<file path="src/rtl/avalon_body_regs_if.sv">
// Avalon-MM slave bus bundle for the body-parameter register block.
// The master drives the strobes, address and write data; the slave returns read data.
interface avalon_body_regs_if #(
  parameter int ADDR_W = 5
);
  logic              read;
  logic              write;
  logic              cs;
  logic [3:0]        byte_en;
  logic [ADDR_W-1:0] addr;
  logic [31:0]       writedata;
  logic [31:0]       readdata;

  modport master (
    output read, write, cs, byte_en, addr, writedata,
    input  readdata
  );

  modport slave (
    input  read, write, cs, byte_en, addr, writedata,
    output readdata
  );
endinterface

</file>
<file path="src/rtl/avalon_body_regs.sv">
// Double-buffered per-body render parameters: software fills a shadow bank that is
// copied to the active bank in one cycle at the start of vertical blanking.
module avalon_body_regs #(
  parameter int NUM_BODIES = 4,
  parameter int ADDR_W     = 5
) (
  input  logic                      clk,
  input  logic                      rst,
  avalon_body_regs_if.slave         avl,
  input  logic                      vga_vs,
  output logic [NUM_BODIES*128-1:0] body_data,
  output logic [NUM_BODIES-1:0]     body_en,
  output logic                      commit_pending,
  output logic                      frame_irq
);
  localparam int NUM_WORDS   = 4 * NUM_BODIES;
  localparam int MASK_ADDR   = NUM_WORDS;
  localparam int CTRL_ADDR   = NUM_WORDS + 1;
  localparam int STATUS_ADDR = NUM_WORDS + 2;

  function automatic logic [31:0] merge_bytes(input logic [31:0] old_word,
                                              input logic [31:0] new_word,
                                              input logic [3:0]  be);
    logic [31:0] merged;
    merged = old_word;
    for (int i = 0; i < 4; i++)
      if (be[i]) merged[8*i +: 8] = new_word[8*i +: 8];
    return merged;
  endfunction

  logic [31:0]           shadow_regs [NUM_WORDS];
  logic [NUM_BODIES-1:0] shadow_en;
  logic                  pending;
  logic                  irq_en;
  logic                  auto_commit;
  logic                  irq_flag;
  logic [15:0]           frame_cnt;
  logic [2:0]            vs_sync;
  logic                  vblank;

  logic [ADDR_W-1:0]     addr;
  int                    addr_idx;
  logic                  wr_en;
  logic                  rd_en;
  logic                  commit_req;
  logic                  irq_clear;
  logic                  do_commit;
  logic [31:0]           en_word;
  logic [31:0]           ctrl_word;
  logic [31:0]           status_word;
  logic [31:0]           rd_mux;

  assign addr       = avl.addr;
  assign addr_idx   = int'(addr);
  assign wr_en      = avl.cs & avl.write;
  assign rd_en      = avl.cs & avl.read;
  assign commit_req = wr_en && (addr_idx == CTRL_ADDR) && avl.byte_en[0] && avl.writedata[0];
  assign irq_clear  = wr_en && (addr_idx == STATUS_ADDR) && avl.byte_en[0] && avl.writedata[1];
  assign do_commit  = vblank & (pending | auto_commit);

  assign ctrl_word   = {29'd0, auto_commit, irq_en, pending};
  assign status_word = {frame_cnt, 14'd0, irq_flag, pending};

  // NOTE: combinational blocks use blocking '=' and give every output a default
  // first, so no path leaves a value held and no latch is inferred.
  always_comb begin
    en_word                 = '0;
    en_word[NUM_BODIES-1:0] = shadow_en;
  end

  always_comb begin
    rd_mux = '0;
    for (int i = 0; i < NUM_WORDS; i++)
      if (addr_idx == i) rd_mux = shadow_regs[i];
    if (addr_idx == MASK_ADDR)   rd_mux = en_word;
    if (addr_idx == CTRL_ADDR)   rd_mux = ctrl_word;
    if (addr_idx == STATUS_ADDR) rd_mux = status_word;
  end

  // vs_sync[1:0] is the two-flop synchroniser, vs_sync[2] the previous synchronised
  // level; preset high so releasing reset never looks like a falling edge.
  always_ff @(posedge clk or posedge rst) begin
    if (rst) begin
      vs_sync <= 3'b111;
      vblank  <= 1'b0;
    end else begin
      vs_sync <= {vs_sync[1:0], vga_vs};
      vblank  <= vs_sync[2] & ~vs_sync[1];
    end
  end

  // NOTE: the shadow bank is reset element by element because software may read
  // it back before ever writing it; registers use non-blocking '<=' throughout.
  always_ff @(posedge clk or posedge rst) begin
    if (rst) begin
      for (int i = 0; i < NUM_WORDS; i++) shadow_regs[i] <= '0;
      shadow_en <= '0;
    end else if (wr_en) begin
      for (int i = 0; i < NUM_WORDS; i++)
        if (addr_idx == i)
          shadow_regs[i] <= merge_bytes(shadow_regs[i], avl.writedata, avl.byte_en);
      if (addr_idx == MASK_ADDR)
        for (int i = 0; i < NUM_BODIES; i++)
          if (avl.byte_en[i/8]) shadow_en[i] <= avl.writedata[i];
    end
  end

  // Active bank samples the shadow bank as it stood before any same-cycle write.
  always_ff @(posedge clk or posedge rst) begin
    if (rst) begin
      body_data <= '0;
      body_en   <= '0;
    end else if (do_commit) begin
      for (int k = 0; k < NUM_BODIES; k++)
        for (int j = 0; j < 4; j++)
          body_data[128*k + 32*j +: 32] <= shadow_regs[4*k + j];
      body_en <= shadow_en;
    end
  end

  // A commit request written during the vblank pulse survives the pulse's clear,
  // and a commit's flag set beats a same-cycle clear: later assignments win.
  always_ff @(posedge clk or posedge rst) begin
    if (rst) begin
      pending     <= 1'b0;
      irq_en      <= 1'b0;
      auto_commit <= 1'b0;
      irq_flag    <= 1'b0;
      frame_cnt   <= '0;
    end else begin
      if (wr_en && (addr_idx == CTRL_ADDR) && avl.byte_en[0]) begin
        irq_en      <= avl.writedata[1];
        auto_commit <= avl.writedata[2];
      end
      if (vblank) frame_cnt <= frame_cnt + 16'd1;
      if (do_commit) pending <= 1'b0;
      if (commit_req) pending <= 1'b1;
      if (irq_clear) irq_flag <= 1'b0;
      if (do_commit) irq_flag <= 1'b1;
    end
  end

  always_ff @(posedge clk or posedge rst) begin
    if (rst) avl.readdata <= '0;
    else     avl.readdata <= rd_en ? rd_mux : '0;
  end

  assign commit_pending = pending;
  assign frame_irq      = irq_flag & irq_en;
endmodule

</file>
<file path="src/flat_wrapper.sv">
// flat-port wrapper written by rule: the top's interface ports become plain ports
module avalon_body_regs_flat 
#(
  parameter int NUM_BODIES = 4,
  parameter int ADDR_W     = 5
)
  (clk, rst, vga_vs, body_data, body_en, commit_pending, frame_irq, avl_read, avl_write, avl_cs, avl_byte_en, avl_addr, avl_writedata, avl_readdata);
  avalon_body_regs_if #(.ADDR_W(ADDR_W)) avl_i ();
  input  logic clk;
  input  logic rst;
  input  logic vga_vs;
  output logic [NUM_BODIES*128-1:0] body_data;
  output logic [NUM_BODIES-1:0] body_en;
  output logic commit_pending;
  output logic frame_irq;
  input wire logic [$bits(avl_i.read)-1:0] avl_read;
  input wire logic [$bits(avl_i.write)-1:0] avl_write;
  input wire logic [$bits(avl_i.cs)-1:0] avl_cs;
  input wire logic [$bits(avl_i.byte_en)-1:0] avl_byte_en;
  input wire logic [$bits(avl_i.addr)-1:0] avl_addr;
  input wire logic [$bits(avl_i.writedata)-1:0] avl_writedata;
  output wire logic [$bits(avl_i.readdata)-1:0] avl_readdata;
  assign avl_i.read = avl_read;
  assign avl_i.write = avl_write;
  assign avl_i.cs = avl_cs;
  assign avl_i.byte_en = avl_byte_en;
  assign avl_i.addr = avl_addr;
  assign avl_i.writedata = avl_writedata;
  assign avl_readdata = avl_i.readdata;
  avalon_body_regs #(.NUM_BODIES(NUM_BODIES), .ADDR_W(ADDR_W)) u_core (.clk(clk), .rst(rst), .avl(avl_i), .vga_vs(vga_vs), .body_data(body_data), .body_en(body_en), .commit_pending(commit_pending), .frame_irq(frame_irq));
endmodule
</file>
<file path="config.mk">
export PLATFORM = sky130hd
export DESIGN_NAME = avalon_body_regs_flat
export DESIGN_NICKNAME = d
export VERILOG_FILES = /design/src/rtl/avalon_body_regs_if.sv /design/src/rtl/avalon_body_regs.sv /design/src/flat_wrapper.sv
export SDC_FILE = /design/constraint.sdc
export NUM_CORES = 2
export LEC_CHECK = 0
export BUFFER_PORTS_ARGS = -buffer_cell sky130_fd_sc_hd__buf_4
export CAP_MARGIN = 0
export CORE_UTILIZATION = 35
export CTS_BUF_LIST = sky130_fd_sc_hd__clkbuf_4 sky130_fd_sc_hd__clkbuf_8
export CTS_CLUSTER_SIZE = 12
export DETAILED_ROUTE_END_ITERATION = 6
export PLACE_DENSITY = 0.58
export SETUP_SLACK_MARGIN = 0.4
export SLEW_MARGIN = 5
export SYNTH_ARGS = -nofsm -noshare
export SYNTH_HDL_FRONTEND = slang
export SYNTH_SLANG_ARGS = --single-unit
</file>
<file path="constraint.sdc">
create_clock -name clk -period 63.8 [get_ports clk]
set_clock_uncertainty 0.05 [all_clocks]
set_input_delay 9.57 -clock clk [delete_from_list [all_inputs] [get_ports clk]]
set_output_delay 9.57 -clock clk [all_outputs]
set_load 0.01 [all_outputs]
</file>
==> impl_metrics.csv <==
group,metric,value,unit
status,status,"completed",
sta,fin_tns_setup,0,ps
critical_path,worstPathRequired,64560,ps
layout,drive_above_1_share,52.3,%
drt,drt-total-wl,178,mm
critical_path,r2r_slack,60420,ps
critical_path,cp.arrival,12960,ps
floorplanning,rows,131,
sta,fin_crit,12200,ps
critical_path,slowest_delay,900,ps
critical_path,cpMostUsedCell,"buf_4",
critical_path,rr_startpoint,"u_core.commit_pending",
synth,postSynthAreaPerCell,14.1,um2
layout,multiInputGateArea,16900,um2
layout,final_cells,5628,
clock_tree,cts_num_sinks,1088,
clock_tree,cts_tree,"built",
worst_hold_path,worstHoldPathCells,0,
synth,ys_ff_latch,1088,
sta,hold_slack,310,ps
clock_tree,postCtsSetupBuffers,0,
layout,seqCellArea,27200,um2
sta,slew_headroom,10.0,%
grt,grt_util_all_layers,27.0,%
synth,synth_top_cell_by_area,"dfrtp_1",
layout,area_growth,22.5,%
synth,syn_inst,3172,
critical_path,crit_slowest_cell,"buf_4",
clock_tree,numCtsBuffers,183,
synth,yosysWarnings,0,
sta,fmaxAchievable,82.0,MHz
layout,n_fill_cell,11811,
sta,setup_violations,0,
critical_path,cp_cell_sequence,"buf_4, inv_8, buf_4, buf_4, buf_4",
synth,synth.most_common_cell,"dfrtp_1",
clock_tree,htree_levels,4,
worst_hold_path,min_to,"u_core.vs_sync[2]",
worst_hold_path,hp-start,"u_core.vs_sync[1]",
sta,rsz0062_at_grt,"no",
synth,yosysUniqueCellTypes,73,
clock_tree,hold_buffers,0,
placed_design,port_buffers,596,
drt,dr.pass1.iters,5,
drt,vias_per_cell,5.65,
drt,wire_per_inst,31.7,um
drt,vias,31805,
critical_path,crit_type,"primary input to asynchronous set/reset pin",
floorplanning,die_h,360,um
synth,synthTopCellsByArea,"dfrtp_1 60%, mux2_2 26%, a21oi_1 1.2%",
synth,synth_edf_count,0,
clock_tree,postCtsResizedCells,0,
synth,synthesis.area,44900,um2
sta,slew_viol_final,0,
clock_tree,clock_path_buffers,3,
critical_path,reg2reg_to,"u_core.body_data[53]",
synth,synth_top_area_share,60.5,%
placed_design,dp.cells,5294,
floorplanning,die_w,360,um
clock_tree,clk_latency,850,ps
floorplanning,die-area,130000,um2
synth,syn_nets,3220,
worst_hold_path,hp-class,"flip-flop to flip-flop",
grt,grt_overflow_total,0,
critical_path,start_kind,"primary input",
synth,ys_async_sr_fraction,100,%
power_and_ir_drop,p_leak,27.7,nW
critical_path,crit_fanout,128,
floorplanning,start_util,35.2,%
synth,yosysSeqAreaShare,60.7,%
drt,drc,0,
grt,grt_max_degree,190,
grt,antenna_found_initial,15,
run,cap_viol_max_count,0,
floorplanning,ios,597,
power_and_ir_drop,power_density,29.8,nW/um2
critical_path,critPathTopFamily,"buffers and inverters",
clock_tree,clkTransAtPathRegs,60,ps
critical_path,worstRegToRegCells,4,
sta,worst_pin_slew,1340,ps
drt,drt_iter0_markers,3246,
power_and_ir_drop,ir_drop,18.2,uV
sta,hold_viol,0,
placed_design,place_ws,50580,ps
synth,yosys-top-cells-count,"1085 x dfrtp_1, 1040 x mux2_2, 123 x clkbuf_1",
placed_design,dp.final_hpwl,132,mm
layout,nets,3865,
placed_design,finalWeightedCongestion,0.956,
sta,min_period_over_period,19.1,%
critical_path,cp-end-kind,"asynchronous set/reset pin",
synth,synth_flop_cell,"dfrtp_1",
grt,grt_pass1_vias,31634,
floorplanning,core_area,127000,um2
clock_tree,ctsRootBufferMaster,"clkbuf_8",
grt,grt_pass1_wl,248,mm
sta,finalWorstSetupSlack,51600,ps
drt,ant_nets,0,
critical_path,cp.buffers_inverters,5,
[sequential cells by signal (all words and copies together) (netlist names)]
| signal | cells |
|---|---|
| u_core.body_en | 4 |
| u_core.auto_commit | 1 |
| u_core.frame_cnt | 16 |
| u_core.vblank | 1 |
| u_core.shadow_en | 4 |
| u_core.irq_en | 1 |
| u_core.body_data | 512 |
| u_core.avl.readdata | 32 |
| u_core.vs_sync | 3 |
| u_core.shadow_regs | 512 |
| u_core.irq_flag | 1 |
| u_core.commit_pending | 1 |
[cell usage in the layout, fill, tap and decap left out, types with 10 or more instances in the layout]
cell	count
nand2b_1	10
buf_4	645
a21oi_1	104
clkinv_2	13
nor3_1	31
clkbuf_8	229
o21ai_0	79
nor2_1	90
mux2_2	1040
a22oi_1	70
nor2b_1	10
clkbuf_4	62
nor2_2	17
nand2_2	16
a22o_1	13
a222oi_1	13
a221oi_1	23
o22ai_1	24
xnor2_1	10
nand3_1	27
nand2_1	110
diode_2	14
a211oi_1	24
and3_1	13
o221ai_1	16
dfrtp_1	1085
[per-layer routing]
metal  up-vias  global-route usage, %  part of all wire, %
met2      1605                   45.1                   49
met5         -                      0                0.034
met4        10                   10.4                  3.9
met1     16828                   33.7                   39
met3       362                   6.34                  8.1
li1      13000                      -                    -
[worst max path at each step]
| stage | start | endpoint | slack (ps) | depth (start not counted) |
|---|---|---|---|---|
| detailed placement | rst | u_core.body_data[176] | 50580 | 5 |
| global placement | rst | u_core.body_data[176] | 50630 | 5 |
| finish | rst | u_core.shadow_regs[503] | 51600 | 5 |
| CTS | rst | u_core.body_data[53] | 51490 | 5 |
| floorplan | rst | u_core.auto_commit | 23550 | 1 |
| global route | rst | u_core.body_data[117] | 51040 | 5 |
[cells by family after synthesis]
family | Yosys count | share of synthesized area (%)
buffers and inverters | 194 | 1.83
AOI/OAI and AO/OA | 447 | 6.75
DFF | 1088 | 60.7
and+or+nand+nor | 382 | 4.22
muxes | 1045 | 26.2
adders and majority gates | 1 | 0.0279
xor gates and xnor gates | 15 | 0.293
[worst reg2reg max path: cells and delay by family, from the launching register on]
kind	cells	cell delay [ps]
buffers and inverters	2	1280
multiplexers	1	800
AO/OA/AOI/OAI	1	650
flip-flops	1	440
[layout make-up]
class	instances	area share, %
antenna	14	0.0637
sequential	1088	49.5
clock buffer	291	6.58
clock inverter	29	0.441
inverter	8	0.0683
tap	1662	3.78
multi-input combinational	1890	30.7
timing repair buffer	646	8.84
[stage by stage]
step | utilization, % | total power, mW | area (um2)
floorplan | - | 0.883 | 44900
global placement | 40.1 | 0.992 | 51100
detailed placement | 40.1 | 0.996 | 51100
CTS | 43.1 | 1.65 | 55000
global route | 43.2 | 1.70 | 55000
finish | 43.2 | 1.64 | 55000
[power breakdown]
group | switching [mW] | leakage [nW] | internal [mW]
Clock | 0.293 | 2.04 | 0.363
Sequential | 0.0640 | 14.9 | 0.746
Combinational | 0.0896 | 10.7 | 0.0841
Power figures use the tool's default switching activity.
